===== src/rtl/uart_tx_core.sv =====
// UART transmitter: start bit, 5-8 data bits LSB first, optional parity, 1 or 2 stop bits,
// paced by the shared 16x baud tick. Define UART_TX_BREAK_EN to add the tx_break input.
module uart_tx_core #(
  parameter int OVERSAMPLE = 16
) (
  input  logic       clk,
  input  logic       rst_n,
  input  logic       baud16_en,
  input  logic [1:0] cfg_data_bits,
  input  logic       cfg_parity_en,
  input  logic       cfg_parity_odd,
  input  logic       cfg_stop2,
  input  logic [7:0] tx_data,
  input  logic       tx_start,
`ifdef UART_TX_BREAK_EN
  input  logic       tx_break,
`endif
  output logic       tx_serial,
  output logic       tx_busy,
  output logic       tx_done
);

  localparam int CW = $clog2(OVERSAMPLE);
  localparam logic [CW-1:0] TICK_LAST = CW'(OVERSAMPLE - 1);

  typedef enum logic [2:0] {
    S_IDLE,
    S_START,
    S_DATA,
    S_PARITY,
    S_STOP
`ifdef UART_TX_BREAK_EN
    , S_BREAK,
    S_MARK
`endif
  } state_t;

  state_t        state_q, state_d;
  logic [CW-1:0] tick_q, tick_d;
  logic [2:0]    idx_q, idx_d;
  logic [7:0]    data_q, data_d;
  logic [1:0]    nbits_q, nbits_d;
  logic          par_en_q, par_en_d;
  logic          par_odd_q, par_odd_d;
  logic          stop2_q, stop2_d;
  logic          serial_q, serial_d;
  logic          busy_q, busy_d;
  logic          done_q, done_d;

  logic          bit_end;
  logic [2:0]    last_idx;
  logic          parity_bit;

  assign bit_end    = baud16_en && (tick_q == TICK_LAST);
  // N-1 for N = 5..8 is simply the 2-bit code with a leading one.
  assign last_idx   = {1'b1, nbits_q};
  assign parity_bit = (^(data_q & (8'hFF >> ~nbits_q))) ^ par_odd_q;

  always_comb begin
    state_d   = state_q;
    tick_d    = tick_q;
    idx_d     = idx_q;
    data_d    = data_q;
    nbits_d   = nbits_q;
    par_en_d  = par_en_q;
    par_odd_d = par_odd_q;
    stop2_d   = stop2_q;
    done_d    = 1'b0;

    if (state_q != S_IDLE && baud16_en) begin
      tick_d = tick_q + CW'(1);
    end

    case (state_q)
      S_IDLE: begin
        tick_d = '0;
        idx_d  = '0;
`ifdef UART_TX_BREAK_EN
        if (tx_break) begin
          state_d = S_BREAK;
        end else
`endif
        if (tx_start) begin
          state_d   = S_START;
          data_d    = tx_data;
          nbits_d   = cfg_data_bits;
          par_en_d  = cfg_parity_en;
          par_odd_d = cfg_parity_odd;
          stop2_d   = cfg_stop2;
        end
      end
      S_START: begin
        if (bit_end) begin
          state_d = S_DATA;
          idx_d   = '0;
        end
      end
      S_DATA: begin
        if (bit_end) begin
          if (idx_q == last_idx) begin
            state_d = par_en_q ? S_PARITY : S_STOP;
            idx_d   = '0;
          end else begin
            idx_d = idx_q + 3'd1;
          end
        end
      end
      S_PARITY: begin
        if (bit_end) begin
          state_d = S_STOP;
          idx_d   = '0;
        end
      end
      S_STOP: begin
        // idx counts stop bits so the second stop bit reuses the same tick counter.
        if (bit_end) begin
          if (stop2_q && idx_q == 3'd0) begin
            idx_d = 3'd1;
          end else begin
            state_d = S_IDLE;
            idx_d   = '0;
            done_d  = 1'b1;
          end
        end
      end
`ifdef UART_TX_BREAK_EN
      S_BREAK: begin
        if (!tx_break) begin
          state_d = S_MARK;
          tick_d  = '0;
          idx_d   = '0;
        end
      end
      S_MARK: begin
        if (bit_end) begin
          if (idx_q == 3'd0) begin
            idx_d = 3'd1;
          end else begin
            state_d = S_IDLE;
            idx_d   = '0;
          end
        end
      end
`endif
      default: begin
        state_d = S_IDLE;
      end
    endcase

    // Line level is decoded from the next state so tx_serial stays a plain flop.
    case (state_d)
      S_START:  serial_d = 1'b0;
      S_DATA:   serial_d = data_d[idx_d];
      S_PARITY: serial_d = parity_bit;
`ifdef UART_TX_BREAK_EN
      S_BREAK:  serial_d = 1'b0;
`endif
      default:  serial_d = 1'b1;
    endcase

    busy_d = (state_d != S_IDLE);
  end

  always_ff @(posedge clk) begin
    if (!rst_n) begin
      state_q   <= S_IDLE;
      tick_q    <= '0;
      idx_q     <= '0;
      data_q    <= '0;
      nbits_q   <= '0;
      par_en_q  <= 1'b0;
      par_odd_q <= 1'b0;
      stop2_q   <= 1'b0;
      serial_q  <= 1'b1;
      busy_q    <= 1'b0;
      done_q    <= 1'b0;
    end else begin
      state_q   <= state_d;
      tick_q    <= tick_d;
      idx_q     <= idx_d;
      data_q    <= data_d;
      nbits_q   <= nbits_d;
      par_en_q  <= par_en_d;
      par_odd_q <= par_odd_d;
      stop2_q   <= stop2_d;
      serial_q  <= serial_d;
      busy_q    <= busy_d;
      done_q    <= done_d;
    end
  end

  assign tx_serial = serial_q;
  assign tx_busy   = busy_q;
  assign tx_done   = done_q;

endmodule


===== config.mk =====
export PLATFORM = sky130hd
export DESIGN_NAME = uart_tx_core
export DESIGN_NICKNAME = d
export VERILOG_FILES = /design/src/rtl/uart_tx_core.sv
export SDC_FILE = /design/constraint.sdc
export NUM_CORES = 1
export LEC_CHECK = 0
export CAP_MARGIN = 10
export CELL_PAD_IN_SITES_DETAIL_PLACEMENT = 2
export CELL_PAD_IN_SITES_GLOBAL_PLACEMENT = 2
export CORE_MARGIN = 2
export CORE_UTILIZATION = 32
export DETAILED_ROUTE_END_ITERATION = 10
export HOLD_SLACK_MARGIN = 0.1
export PLACE_DENSITY_LB_ADDON = 0.1
export SLEW_MARGIN = 25
export SYNTH_ARGS = -nofsm -noshare
export SYNTH_HDL_FRONTEND = slang
export SYNTH_SLANG_ARGS = --single-unit
export TNS_END_PERCENT = 20

===== constraint.sdc =====
create_clock -name clk -period 2.8 [get_ports clk]
set_clock_uncertainty 0.05 [all_clocks]
set_input_delay 0.42 -clock clk [delete_from_list [all_inputs] [get_ports clk]]
set_output_delay 0.42 -clock clk [all_outputs]
set_load 0.005 [all_outputs]

Yosys cells after proc, flatten, opt, wreduce, memory -nomap -nowiden. Cells that the tools add are included. W data, S select, Z words.

Bits in registers: 26. Latch bits: 0. Memory bits (writable): 0. Bits in read-only memories: 0. Input port bits: 17. Output and inout port bits: 3. Memories: 0.

Add/sub/neg operators: 2. Multiply operators: 0. Div/mod/pow operators: 0. Magnitude comparators: 1. Equal/unequal tests: 9. Shifts and indexed selects: 1. Multiplexer cells: 21. Bitwise logic cells: 4. Reduce and logical (&&, ||, !) cells: 12.

Operators with widths (count): $mux W3 (12); $mux W8 (2); $pmux W3 S5 (1); $eq A3 B2 Y1 const B (4); $pmux W3 S4 (1); $and A8 B8 Y8 (1); $reduce_xor A8 Y1 (1); $shr A8 B2 Y8 const A (1); $eq A3 B1 Y1 const B (2); $logic_not A3 Y1 (2); $reduce_bool A3 Y1 (2); $add A4 B1 Y4 const B (1); $eq A4 B4 Y1 const B (1); $lt A3 B4 Y1 const B (1); $reduce_or A2 Y1 (2); $add A3 B1 Y3 const B (1); $bmux W1 S3 (1); $eq A3 B3 Y1 (1); $eq A3 B3 Y1 const B (1); $logic_and A1 B1 Y1 (3); $mux W1 (3); $pmux W1 S3 (1); $reduce_and A3 Y1 (1); $not A2 Y2 (1); 3 further kinds (3).

Depth between registers and ports, before layout. Gate-level depths: netlist of run 1.

Depth in word-level cells: 8. Depth in mapped cells: 9. Depth with buffers taken out: 9.

Worst setup path after synthesis of run 1. No wires, ideal clock.

Path kind: reg2reg. Start: register tick_q[0]. End: register serial_q, in the netlist tx_serial. Data arrival time: 1.929 ns. Path slack: 0.740 ns. Cell stages (with the launch flop): 9. Buffers on the path: 0. Period minus slack after synthesis: 2.060 ns. Cell sequence: dfxtp_1 > ha_1 > and4_1 > nand2_1 > or4_4 > nand3_4 > mux2i_1 > nand3_1 > a41oi_1.

Cells in the longest elaborated chain, start to end: 7. Elaborated cells on any way between the ends: 17. Classes of those cells: 4 x eq/ne; 12 x mux; 1 x reduce/logical.

Ends and longest elaborated chain: from (decl) (line 39) `logic [CW-1:0] tick_q, tick_d;`; from (signal assigned) (line 179) `tick_q <= tick_d;`; $eq A4 B4 Y1 (*) (line 54) `assign bit_end = baud16_en && (tick_q == TICK_LAST);`; $logic_and A1 B1 Y1 (*) (line 54); $mux W3 (on tied branches); $pmux W3 S4 (line 74) `case (state_q)`; $bmux W1 S3 (line 153) `S_DATA: serial_d = data_d[idx_d];`; $mux W1 (not written as such) (line 153); $pmux W1 S3 (*) (line 151) `case (state_d)`; to (signal assigned) (line 186) `serial_q <= serial_d;`; to (decl) (line 46) `logic serial_q, serial_d;`.

Mark *: on every way between the ends. The rest lies on a longest branch, timed or not. The select of a mux whose other input is x is not followed. A chain may end at the register's enable or synchronous reset.

Worst setup path in the final report of run 1.
Start: input baud16_en. End: register serial_q, in the netlist tx_serial.

Cells in the longest elaborated chain, start to end: 6. Elaborated cells on any way between the ends: 16. Classes of those cells: 3 x eq/ne; 12 x mux; 1 x reduce/logical.

Ends and longest elaborated chain: from (decl) (line 8) `input logic baud16_en,`; $logic_and A1 B1 Y1 (*) (line 54); $mux W3 (on tied branches); $pmux W3 S4 (line 74); $bmux W1 S3 (line 153); $mux W1 (not written as such) (line 153); $pmux W1 S3 (*) (line 151).

Marks and branches as above.

==> impl_metrics.env, run 1 <==
export IMPL_status="finished, final reports clean"
export IMPL_path_class="in -> reg"
export IMPL_fin_crit_sh_pct=83.46
export IMPL_path_delay_family="simple AND/OR/NAND/NOR gates"
export IMPL_start_util_pct=32.69
export IMPL_relSlewSlack_pct=69.25
export IMPL_vias_per_cell=5.286
export IMPL_routedWlPerCell_um=17.55
export IMPL_dr_pass1_iters=2
export IMPL_fin_nets=207
export IMPL_synth_top_cells_by_count="dfxtp_1 (26), nand2_1 (21), nor2_1 (20)"
export IMPL_cts_tree="built"
export IMPL_postCtsSetupBuffers=0
export IMPL_ys_types=46
export IMPL_synth_area_leaders="dfxtp_1 (37%), mux2i_1 (6.4%), nand2_1 (5.6%)"
export IMPL_path_clk_slew_ps=100
export IMPL_track_usage_pct=17.90
export IMPL_crit_path_end="tx_serial"
export IMPL_routed_wl_mm=4.176
export IMPL_ioPinCount=20
export IMPL_synth_edf_count=0
export IMPL_fmax_mhz=427.9
export IMPL_synth_nets=182
export IMPL_antenna_found_initial=0
export IMPL_stdcell_area_um2=1734
export IMPL_reg2reg_from="tick_q[0]"
export IMPL_grt_start_max_net_pins=16
export IMPL_rows=24
export IMPL_cp_depth=8
export IMPL_cts_root_buf="clkbuf_8"
export IMPL_arrival_ps=2500
export IMPL_cpPeakStageDelay_ps=550
export IMPL_cp_start_kind="input pin"
export IMPL_yosysMostFrequentCell="dfxtp_1"
export IMPL_cts_resized_gates=0
export IMPL_yosysTopAreaCellShare_pct=37.08
export IMPL_p_leak_uw=0.0006725
export IMPL_numCtsBuffers=3
export IMPL_grt_pass1_wl_mm=6.996
export IMPL_path_cells="clkdlybuf4s50_1 -> and4_1 -> nand2_1 -> or4_4 -> nand3_4 -> mux2i_1 -> a31oi_1 -> a41oi_1"
export IMPL_diodes=0
export IMPL_synth_largest_area_cell="dfxtp_1"
export IMPL_ys_flop_type="dfxtp_1"
export IMPL_globalRoute_totalOverflow=0
export IMPL_die_width_um=70.24
export IMPL_cap_viol_max_count=0
export IMPL_rr_endpoint="tx_serial"
export IMPL_synth_seq_cells=26
export IMPL_die_y_um=70.24
export IMPL_syn_avg_cell_area_um2=8.666
export IMPL_grt_pass1_vias=1411
export IMPL_crit_buf_inv=1
export IMPL_htree_levels=1
export IMPL_dp_hpwl_mm=3.269
export IMPL_power_density_nw_per_um2=500.0
export IMPL_fin_tns_setup_ps=0
export IMPL_reg2regPathDepth=8
export IMPL_worstPathRequired_ps=2960
export IMPL_ff_latch_area_um2=520.5
export IMPL_ir_drop_v=0.0001803
export IMPL_min_period_ps=2337
export IMPL_fillers=481
export IMPL_synth_area_um2=1404
export IMPL_via_count=1258
export IMPL_hold_violations=0
export IMPL_setup_violations=0
export IMPL_dpl_instance_area_um2=1663
export IMPL_drive_above_1_share_pct=10.22
export IMPL_clkLatencyLatePin_ps=280
export IMPL_slowest_stage="clkdlybuf4s50_1"
export IMPL_coreArea_um2=4294
export IMPL_antenna_left=0
export IMPL_synthCells=162
export IMPL_hold_buffers=0
export IMPL_critPathLaunch="baud16_en"
export IMPL_tightestPinTransition_ps=456.4
export IMPL_rsz0062_at_grt="no"
export IMPL_ys_seq_area_share_pct=37.08
export IMPL_multiInputGateArea_um2=812.0
export IMPL_drtIter0Drc=33
export IMPL_clock_path_buffers=2
export IMPL_area_delta_synth_final_pct=23.53
export IMPL_hold_path_class="reg -> reg"
export IMPL_synthArstFlopShare_pct=0
export IMPL_r2r_setup_slack_ps=480
export IMPL_ys_warnings_count=0
export IMPL_slew_violations=0
export IMPL_cp_end_kind="flip-flop"
export IMPL_place_gp_congestion=0.8247
export IMPL_worstPathMaxFanout=6
export IMPL_port_buffers=19
export IMPL_dieArea_um2=4933
export IMPL_drc=0
export IMPL_cts_sinks=26
-- cell type report --
cell class	count	share of cell area, %
Multi-Input combinational cell	124	46.83
Clock buffer	3	2.381
Inverter	6	1.299
Clock inverter	1	1.732
Sequential cell	26	30.01
Tap cell	52	3.752
Timing Repair Buffer	26	14.00
-- state kept, by name (all words and copies together) (netlist names) --
register and count:
state_q 3, tx_serial 1, data_q 8, tick_q 4, nbits_q 2, idx_q 3, par_en_q 1, stop2_q 1
tx_done 1, tx_busy 1, par_odd_q 1
-- worst min-delay path by stage --
stage,depth (start not counted),from,endpoint
floorplan,2,stop2_q,stop2_q
global placement,2,stop2_q,stop2_q
detailed placement,2,stop2_q,stop2_q
CTS,2,stop2_q,stop2_q
global route,2,stop2_q,stop2_q
finish,2,stop2_q,stop2_q
-- report_power, final --
part / internal (µW) / total [µW] / switching [µW]
sequential: 389 / 406 / 17.2
combinational: 73.5 / 140 / 66.0
clock: 192 / 322 / 130
total: 654 / 867 / 213
-- tightest hold or removal path, stage by stage (launching register included) --
cell and delay (ps):
dfxtp_1 320, nand2_1 50, a21oi_1 50
-- per-stage QoR --
step | setup slack (ps) | hold WS, ps | total power (µW) | utilization [%] | instances
floorplan | 739.9 | 381.8 | 496.8 | - | 162
global placement | 272.1 | 397.3 | 550.3 | 38.72 | 234
detailed placement | 160.4 | 407.4 | 556.2 | 38.72 | 234
CTS | 479.4 | 422.4 | 888.6 | 40.38 | 238
global route | 264.2 | 442.9 | 912.2 | 40.38 | 238
finish | 463.1 | 413.9 | 867.1 | 40.38 | 238
-- cell usage in the layout, fill, tap and decap left out, types with 2 or more instances in the layout --
master,instances
dfxtp_1,26
nand2_1,21
nor2_1,20
clkdlybuf4s50_1,19
a21oi_1,10
xnor2_1,9
mux2i_1,9
buf_4,7
o21ai_0,6
inv_1,5
xor2_1,4
nor3_1,4
and2_1,3
nor4_1,3
ha_1,3
clkbuf_8,3
or2_1,2
a21o_1,2
nand4_1,2
a31oi_1,2
a41oi_1,2
-- layer usage --
layer	vias up	track usage, %	wire length, µm
li1	618	-	-
met1	622	21.80	1889
met2	13	32.60	2142
met3	5	2.742	97
met4	0	4.487	47
met5	-	0	0
-- logic make-up after synthesis --
family	after synthesis	synth area share [%]
and+or+nand+nor	68	26.12
AOI/OAI and AO/OA	31	14.53
DFF	26	37.08
xor gates and xnor gates	13	8.111
buffers and inverters	12	5.079
muxes	9	6.417
adders and majority gates	3	2.674
Note: power is estimated with default switching activity, not from simulation.
==> run 2: changes to the inputs <==
Clock period 2.8 ns to 2.2 ns, I/O delays scaled along.
==> impl_metrics.env, run 2 (synthesis results as in run 1) <==
export IMPL_status="finished, final reports clean"
export IMPL_largest_register="data_q"
export IMPL_track_usage_pct=17.67
export IMPL_coreArea_um2=4294
export IMPL_cts_root_buf="clkbuf_8"
export IMPL_rows=24
export IMPL_drtIter0Drc=51
export IMPL_postCtsSetupBuffers=0
export IMPL_drive_above_1_share_pct=20.73
export IMPL_clock_path_buffers=2
export IMPL_grt_pass1_vias=1348
export IMPL_setup_violations=0
export IMPL_p_leak_uw=0.0007080
export IMPL_dp_hpwl_mm=3.399
export IMPL_port_buffers=19
export IMPL_path_clk_slew_ps=100
export IMPL_dp_cells=241
export IMPL_relSlewSlack_pct=70.37
export IMPL_cts_sinks=26
export IMPL_tightestPinTransition_ps=439.8
export IMPL_via_count=1264
export IMPL_cp_start_kind="flip-flop"
export IMPL_die_y_um=70.24
export IMPL_cp_end_kind="flip-flop"
export IMPL_globalRoute_totalOverflow=0
export IMPL_slew_violations=0
export IMPL_setup_slack_ps=108.6
export IMPL_dp_slack_ps=-279.3
export IMPL_drc=0
export IMPL_min_period_ps=2091
export IMPL_arrival_ps=2190
export IMPL_power_density_nw_per_um2=553.1
export IMPL_final_cell_mix="nand2_1 (21), dfxtp_1 (21), nor2_1 (20)"
export IMPL_fin_crit_sh_pct=95.06
export IMPL_routedWlPerCell_um=17.00
export IMPL_place_gp_congestion=0.8515
export IMPL_clkLatencyLatePin_ps=270
export IMPL_grt_start_max_net_pins=16
export IMPL_ir_drop_v=0.0002538
export IMPL_final_cell_count_no_fill=245
export IMPL_start_util_pct=32.69
export IMPL_die_width_um=70.24
export IMPL_hold_path_class="reg -> reg"
export IMPL_worstPathRequired_ps=2300
export IMPL_fillers=477
export IMPL_antenna_found_initial=0
export IMPL_diodes=0
export IMPL_vias_per_cell=5.159
export IMPL_numCtsBuffers=3
export IMPL_routed_wl_mm=4.164
export IMPL_worstPathMaxFanout=5
export IMPL_hold_violations=0
export IMPL_path_class="reg -> reg"
export IMPL_dr_pass1_iters=2
export IMPL_largest_reg_flops=8
export IMPL_cap_viol_max_count=0
export IMPL_whs_ps=435.2
export IMPL_fin_tns_setup_ps=0
export IMPL_htree_levels=1
export IMPL_cts_tree="built"
export IMPL_fin_nets=214
export IMPL_fmax_mhz=478.2
export IMPL_dieArea_um2=4933
export IMPL_antenna_left=0
export IMPL_area_delta_synth_final_pct=32.00
export IMPL_ioPinCount=20
export IMPL_largestRegisters="data_q x8, tick_q x4"
export IMPL_dpl_instance_area_um2=1715
export IMPL_stdcell_area_um2=1853
export IMPL_grt_pass1_wl_mm=6.893
[run 2: final timing paths]
path              cells past startpoint   endpoint       from  slack, ps
hold / removal                        2    stop2_q    stop2_q        440
setup / recovery                      8  tx_serial  tick_q[0]        110
setup reg to reg                      8  tx_serial  tick_q[0]        110
hold reg to reg                       2    stop2_q    stop2_q        440
[run 2: layout make-up]
| cell class | instances | area (µm²) | share of cell area (%) |
|---|---|---|---|
| clock buffers | 4 | 55.05 | 2.971 |
| inverters | 6 | 22.52 | 1.215 |
| multi-input cells | 124 | 880.8 | 47.54 |
| flip-flops and latches | 26 | 531.8 | 28.70 |
| well taps | 52 | 65.06 | 3.511 |
| repair buffers | 33 | 297.8 | 16.07 |
[run 2: what timing repair did]
item	4_1_cts	5_1_grt
setup endpoints to repair	1	1
pin swaps	0	3
hold buffers	0	0
gates resized for setup	4	15
[run 2: metrics by stage]
stage / util [%] / power (µW)
after floorplan: - / 632.3
after CTS: 41.40 / 1033
after detailed placement: 39.95 / 714.7
final: 43.15 / 1025
after global placement: 39.95 / 707.0
after global routing: 43.15 / 1086
[run 2: worst max-delay path, stage by stage (launching register included)]
cell and delay (ps):
dfxtp_4 380, ha_4 160, nand4_4 140, a211oi_2 310, a2111oi_4 60, or2_1 260, o311a_2 330, o21bai_1 170
a41oi_2 100
[run 2: per-layer routing]
metal,vias to the layer above,wire [µm],track usage (%)
li1,625,-,-
met5,-,0,0
met3,4,79,2.597
met4,0,38,3.846
met2,13,2023,29.87
met1,622,2022,23.78
[run 2: power breakdown]
part	internal, µW	switching (µW)
Clock	160	158
Sequential	493	22.7
Combinational	99.3	91.2
Total	753	272
